[src/rtl/pcie_os_pkg.sv]
// rtl/pcie_os_pkg.sv - symbol codes, FSM states and TS field record for the PIPE RX ordered-set decoder
package pcie_os_pkg;

  localparam logic [7:0] K_COM    = 8'hBC;
  localparam logic [7:0] K_SKP    = 8'h1C;
  localparam logic [7:0] K_IDL    = 8'h7C;
  localparam logic [7:0] K_PAD    = 8'hF7;
  localparam logic [7:0] D_TS1_ID = 8'h4A;
  localparam logic [7:0] D_TS2_ID = 8'h45;

  localparam logic [2:0] RXST_DEC_ERR  = 3'b100;
  localparam logic [2:0] RXST_DISP_ERR = 3'b111;

  typedef enum logic [2:0] {
    HUNT,
    HDR,
    TS,
    SKPS,
    EIOS
  } os_state_t;

  typedef struct packed {
    logic [7:0] link;
    logic [7:0] lane;
    logic       link_pad;
    logic       lane_pad;
    logic [7:0] n_fts;
    logic [7:0] rate;
    logic [7:0] ctrl;
    logic       ts_type;
  } ts_fields_t;

endpackage

[src/rtl/pcie_rx_sym_classify.sv]
// rtl/pcie_rx_sym_classify.sv - combinational one-hot classification of one decoded PIPE symbol
module pcie_rx_sym_classify
  import pcie_os_pkg::*;
(
  input  logic [7:0] rx_data,
  input  logic       rx_datak,
  input  logic [2:0] rx_status,
  input  logic       rx_valid,
  output logic       is_com,
  output logic       is_skp,
  output logic       is_idl,
  output logic       is_pad,
  output logic       is_ts1id,
  output logic       is_ts2id,
  output logic       is_bad
);

  logic status_bad;
  logic good;

  assign status_bad = (rx_status == RXST_DEC_ERR) || (rx_status == RXST_DISP_ERR);
  assign is_bad     = rx_valid && status_bad;
  // Code flags only fire on a clean symbol, so they never overlap is_bad.
  assign good       = rx_valid && !status_bad;

  assign is_com   = good &&  rx_datak && (rx_data == K_COM);
  assign is_skp   = good &&  rx_datak && (rx_data == K_SKP);
  assign is_idl   = good &&  rx_datak && (rx_data == K_IDL);
  assign is_pad   = good &&  rx_datak && (rx_data == K_PAD);
  assign is_ts1id = good && !rx_datak && (rx_data == D_TS1_ID);
  assign is_ts2id = good && !rx_datak && (rx_data == D_TS2_ID);

endmodule

[src/rtl/pcie_rx_os_decoder.sv]
// rtl/pcie_rx_os_decoder.sv - per-lane Gen1/Gen2 receive ordered-set decoder (TS1/TS2/SKP/EIOS)
module pcie_rx_os_decoder
  import pcie_os_pkg::*;
#(
  parameter int CNTWIDTH = 4,
  parameter int MAXSKP   = 5
) (
  input  logic                CLK,
  input  logic                reset,
  input  logic [7:0]          RxData,
  input  logic                RxDataK,
  input  logic                RxValid,
  input  logic [2:0]          RxStatus,
  input  logic                ts_cnt_clr,
  output logic                ts_valid,
  output logic                ts_type,
  output logic [7:0]          link_num,
  output logic                link_pad,
  output logic [7:0]          lane_num,
  output logic                lane_pad,
  output logic [7:0]          n_fts,
  output logic [7:0]          rate_id,
  output logic [7:0]          train_ctrl,
  output logic [CNTWIDTH-1:0] ts_count,
  output logic                skp_seen,
  output logic                eios_seen,
  output logic                os_error
);

  localparam int SKPW = $clog2(MAXSKP + 1);

  logic is_com, is_skp, is_idl, is_pad, is_ts1id, is_ts2id, is_bad;
  logic good_sym;

  pcie_rx_sym_classify u_classify (
    .rx_data  (RxData),
    .rx_datak (RxDataK),
    .rx_status(RxStatus),
    .rx_valid (RxValid),
    .is_com   (is_com),
    .is_skp   (is_skp),
    .is_idl   (is_idl),
    .is_pad   (is_pad),
    .is_ts1id (is_ts1id),
    .is_ts2id (is_ts2id),
    .is_bad   (is_bad)
  );

  assign good_sym = RxValid && !is_bad;

  os_state_t       state, state_n;
  logic [3:0]      idx, idx_n;
  logic [SKPW-1:0] skp_cnt, skp_cnt_n;
  logic [1:0]      idl_cnt, idl_cnt_n;
  ts_fields_t      sh, sh_n;
  ts_fields_t      cur;
  logic            have_prev;
  logic            sym_ok;
  logic            ts_fire, skp_fire, eios_fire, err_fire;

  always_comb begin
    state_n   = state;
    idx_n     = idx;
    skp_cnt_n = skp_cnt;
    idl_cnt_n = idl_cnt;
    sh_n      = sh;
    sym_ok    = 1'b0;
    ts_fire   = 1'b0;
    skp_fire  = 1'b0;
    eios_fire = 1'b0;
    err_fire  = 1'b0;
    case (state)
      HUNT: begin
        if (is_com) state_n = HDR;
      end
      HDR: begin
        if (!good_sym) begin
          err_fire = 1'b1;
          state_n  = HUNT;
        end else if (is_skp) begin
          skp_cnt_n = SKPW'(1);
          state_n   = SKPS;
        end else if (is_idl) begin
          idl_cnt_n = 2'd1;
          state_n   = EIOS;
        end else if (is_pad || !RxDataK) begin
          sh_n.link     = RxData;
          sh_n.link_pad = is_pad;
          idx_n         = 4'd2;
          state_n       = TS;
        end else begin
          err_fire = 1'b1;
          state_n  = HUNT;
        end
      end
      TS: begin
        if (!good_sym) begin
          err_fire = 1'b1;
          state_n  = HUNT;
        end else if (is_com) begin
          // A fresh COM starts a new OS; keep it rather than hunting again.
          err_fire = 1'b1;
          state_n  = HDR;
        end else begin
          case (idx)
            4'd2: begin
              sym_ok        = is_pad || !RxDataK;
              sh_n.lane     = RxData;
              sh_n.lane_pad = is_pad;
            end
            4'd3: begin
              sym_ok     = !RxDataK;
              sh_n.n_fts = RxData;
            end
            4'd4: begin
              sym_ok    = !RxDataK;
              sh_n.rate = RxData;
            end
            4'd5: begin
              sym_ok    = !RxDataK;
              sh_n.ctrl = RxData;
            end
            4'd6: begin
              sym_ok       = is_ts1id || is_ts2id;
              sh_n.ts_type = is_ts2id;
            end
            default: sym_ok = sh.ts_type ? is_ts2id : is_ts1id;
          endcase
          if (!sym_ok) begin
            err_fire = 1'b1;
            state_n  = HUNT;
          end else if (idx == 4'd15) begin
            ts_fire = 1'b1;
            state_n = HUNT;
          end else begin
            idx_n = idx + 4'd1;
          end
        end
      end
      SKPS: begin
        if (!good_sym) begin
          err_fire = 1'b1;
          state_n  = HUNT;
        end else if (is_skp) begin
          if (skp_cnt >= SKPW'(MAXSKP)) begin
            err_fire = 1'b1;
            state_n  = HUNT;
          end else begin
            skp_cnt_n = skp_cnt + SKPW'(1);
          end
        end else begin
          skp_fire = 1'b1;
          state_n  = is_com ? HDR : HUNT;
        end
      end
      EIOS: begin
        if (!good_sym) begin
          err_fire = 1'b1;
          state_n  = HUNT;
        end else if (is_com) begin
          err_fire = 1'b1;
          state_n  = HDR;
        end else if (is_idl) begin
          if (idl_cnt == 2'd2) begin
            eios_fire = 1'b1;
            state_n   = HUNT;
          end else begin
            idl_cnt_n = idl_cnt + 2'd1;
          end
        end else begin
          err_fire = 1'b1;
          state_n  = HUNT;
        end
      end
      default: state_n = HUNT;
    endcase
  end

  always_ff @(posedge CLK or negedge reset) begin
    if (!reset) begin
      state     <= HUNT;
      idx       <= '0;
      skp_cnt   <= '0;
      idl_cnt   <= '0;
      sh        <= '0;
      cur       <= '0;
      have_prev <= 1'b0;
      ts_count  <= '0;
      ts_valid  <= 1'b0;
      skp_seen  <= 1'b0;
      eios_seen <= 1'b0;
      os_error  <= 1'b0;
    end else begin
      state     <= state_n;
      idx       <= idx_n;
      skp_cnt   <= skp_cnt_n;
      idl_cnt   <= idl_cnt_n;
      sh        <= sh_n;
      ts_valid  <= ts_fire;
      skp_seen  <= skp_fire;
      eios_seen <= eios_fire;
      os_error  <= err_fire;
      if (ts_fire) cur <= sh;
      // The output registers double as the "previously accepted TS" record.
      if (ts_cnt_clr) begin
        ts_count  <= '0;
        have_prev <= 1'b0;
      end else if (err_fire) begin
        ts_count <= '0;
      end else if (ts_fire) begin
        have_prev <= 1'b1;
        if (have_prev && (sh == cur)) begin
          if (ts_count != {CNTWIDTH{1'b1}}) ts_count <= ts_count + CNTWIDTH'(1);
        end else begin
          ts_count <= CNTWIDTH'(1);
        end
      end
    end
  end

  assign ts_type    = cur.ts_type;
  assign link_num   = cur.link;
  assign link_pad   = cur.link_pad;
  assign lane_num   = cur.lane;
  assign lane_pad   = cur.lane_pad;
  assign n_fts      = cur.n_fts;
  assign rate_id    = cur.rate;
  assign train_ctrl = cur.ctrl;

endmodule
[config.mk]
export PLATFORM = sky130hd
export DESIGN_NAME = pcie_rx_os_decoder
export DESIGN_NICKNAME = d
export VERILOG_FILES = /design/src/rtl/pcie_os_pkg.sv /design/src/rtl/pcie_rx_sym_classify.sv /design/src/rtl/pcie_rx_os_decoder.sv
export SDC_FILE = /design/constraint.sdc
export NUM_CORES = 1
export LEC_CHECK = 0
export ABC_AREA = 1
export CAP_MARGIN = 20
export CORE_UTILIZATION = 50
export DETAILED_ROUTE_END_ITERATION = 16
export GPL_TIMING_DRIVEN = 0
export PLACE_DENSITY = 0.73
export SLEW_MARGIN = 10
export SYNTH_ARGS = -nofsm -noshare
export SYNTH_HDL_FRONTEND = slang
export SYNTH_SLANG_ARGS = --single-unit
[constraint.sdc]
create_clock -name CLK -period 3.15 [get_ports CLK]
set_input_delay 0.63 -clock CLK [delete_from_list [all_inputs] [get_ports CLK]]
set_output_delay 0.63 -clock CLK [all_outputs]
set_load 0.05 [all_outputs]
==> qor.txt <==
Max stage delay on crit path -> 500 ps
Biggest area consumer among synthesized cells -> dfrtp_1
Clock transition at path regs -> 70 ps
Worst setup path start -> RxData[0]
Synth Register Bits -> 107
Worst-skew pair later-pin latency -> 350 ps
Cell Rows -> 38
Reg2reg setup slack -> 880 ps
Crit path max-delay cell type -> clkdlybuf4s50_1
Hold Path Class -> in -> async
Largest net degree at the start of global routing -> 90
Tcrit/Tclk final -> 0.861
Hold-fix buffers at CTS -> 0
Post-DP Area -> 0.00656 sq mm
Post-CTS Resized -> 0
Final net count -> 882
Max Slew Vio Count -> 0
DRT iter0 DRCs -> 388
CP arrival -> 2940 ps
Worst Path Required -> 3370 ps
CP endpoint -> sh[32]
Total setup buffers inserted after CTS -> 0
Final instance area -> 0.00687 sq mm
Post-layout min period -> 2710 ps
Buffers on Ports -> 66
Post-synthesis sequential area ratio -> 0.470
Crit path kind -> in -> reg
Initial antenna violation count -> 0
Async set-reset flop share out of synthesis -> 1.00
RR Endpoint -> train_ctrl[3]
Crit Path Max Fanout -> 10
Inst Count DP -> 987
Clock tree buffer depth -> 2
R2r startpoint -> idx[0]
Net count after synthesis -> 804
Most used DFF post-synth -> dfrtp_1
Non-Filler Instances -> 1,002
Power, Total -> 4.03 mW
WL final -> 15,600 um
Area growth syn-to-layout -> 20.7%
Clock Skew -> 9.39 ps
Reg2reg path depth -> 11
Share of cells above drive strength 1 -> 0.0499
Post-Syn Instances -> 780
H-tree levels -> 3
First-pass GRT wire length -> 25,300 um
CTS sink count -> 107
DIE AREA -> 0.0118 sq mm
Worst Tran Pin Value -> 635 ps
Cell variety after synth -> 33
Initial Utilization -> 0.518
Top cells by count, synth -> nand2_1, dfrtp_1, inv_1
Worst setup EP type -> register
CP Cell Sequence -> clkdlybuf4s50_1 > inv_1 > nand4_1 > inv_1 > nand4_1 > nand2_1 > inv_2 > nand3_2 > clkbuf_1 > o21ai_0
Via density -> 5.33
Synth top area share -> 0.470
GRT Total Usage -> 0.287
I/O Pins -> 67
Number of global-route vias before repair -> 5,108
Max rail drop VDD -> 0.452 mV
Initial DRT Pass Iterations -> 5
Synth area leaders -> dfrtp_1, nand2_1, o21ai_0
FMAX -> 369 MHz
Area of the mapped netlist -> 0.00569 sq mm
CP Launch Type -> primary input
Root Driver -> clkbuf_16
Antenna-violating nets left -> 0
Hpwl dp -> 11,600 um
Residual DRC -> 0
Final Hold Viols -> 0
EDFF count, synth -> 0
GR Overflow Total -> 0
CTS Buf Count -> 9
Detailed-route wire length per cell -> 15.6 um
Final setup vio count -> 0
GPL Wtd Cong -> 0.917
DR vias -> 5,336
Core region area -> 0.0110 sq mm
Mean Syn Cell Area -> 7.30 sq um
CTS tree -> yes
Synth warn -> 0
Pwr dens -> 586 mW/mm^2
RSZ-0062 raised after global routing -> no
Pleak -> 3.45 nW
Most common cell in the netlist -> nand2_1
Outcome -> complete, no violations
Max-slew headroom at the worst pin -> 0.577
Max-cap violations -> 0
Die Y -> 109 um
Ant. Diodes -> 0
Die X -> 109 um
-- placed cells by master, fill, tap and decap left out, types with 2 or more instances in the layout --
master,Yosys,final
nand3_1,32,32
nand4_1,15,15
clkbuf_8,0,3
clkdlybuf4s50_1,0,65
o21ai_1,5,5
nor3_1,8,8
nand3_2,5,5
inv_1,98,98
clkbuf_1,5,5
nand2_1,284,284
nand2_2,2,2
buf_6,3,4
or2_2,2,2
buf_2,7,7
a211oi_1,2,2
dfrtp_1,107,107
o21ai_0,86,86
a21oi_1,4,4
nor2_1,75,75
o31ai_1,2,2
inv_2,3,3
clkbuf_16,0,9
ha_1,8,8
xor2_1,11,11
nor2_2,2,2
xnor2_1,4,4
-- stage by stage --
stage                     hold WS, ps   util  setup TNS [ps]  setup WS [ps]
after floorplan                   334      -               0           1230
after global placement            469  0.595         -274870          -2570
after detailed placement          480  0.597               0           92.0
after CTS                         109  0.626               0            475
after global routing              113  0.626               0            211
final                             114  0.626               0            438
-- layout make-up --
type / count / area, sq um
Tap cell: 140 / 175
Buffer: 15 / 87.6
Clock buffer: 12 / 267
Fill cell: 1001 / 4110
Multi-Input combinational cell: 556 / 2550
Inverter: 102 / 383
Timing Repair Buffer: 67 / 689
Clock inverter: 3 / 46.3
Sequential cell: 107 / 2680
-- cells by family after synthesis --
kind of cell,count (synthesis),synth area share
AOI/OAI and AO/OA,103,0.0938
xor gates and xnor gates,15,0.0231
adders and majority gates,8,0.0176
buffers and inverters,117,0.0826
DFF,107,0.470
and+or+nand+nor,430,0.313
-- power by group --
part	internal [mW]	switching, mW
registers	1.55	0.166
logic	0.396	0.730
clock network	0.679	0.506
total	2.63	1.40
-- worst min-delay path by stage --
stage,startpoint,end,slack (ps),cells past startpoint
final,reset,rate_id[4],110,1
after global placement,idl_cnt[1],idl_cnt[1],470,2
after floorplan,reset,eios_seen,330,0
after detailed placement,reset,rate_id[4],480,1
after CTS,reset,n_fts[1],110,1
after global routing,reset,n_fts[1],110,1
-- registers in the layout, summed over array words and instances (netlist names), 2 cells and up --
| register | count |
|---|---|
| sh | 43 |
| link_num | 8 |
| idl_cnt | 2 |
| skp_cnt | 3 |
| ts_count | 4 |
| rate_id | 8 |
| lane_num | 8 |
| idx | 4 |
| state | 3 |
| train_ctrl | 8 |
| n_fts | 8 |
-- worst max-delay path, delay by kind of cell --
| kind | cells | cell delay, ps |
|---|---|---|
| compound gates | 1 | 140 |
| buf+inv | 5 | 1360 |
| simple gates | 4 | 800 |
-- layer usage --
| metal | track usage | vias up | share of wire |
|---|---|---|---|
| met5 | 0 | - | 0 |
| met4 | 0.108 | 0 | 0.024 |
| met3 | 0.0562 | 26 | 0.065 |
| met2 | 0.469 | 211 | 0.48 |
| met1 | 0.378 | 2503 | 0.43 |
| li1 | - | 2596 | - |
(Power assumes the default switching activity.)
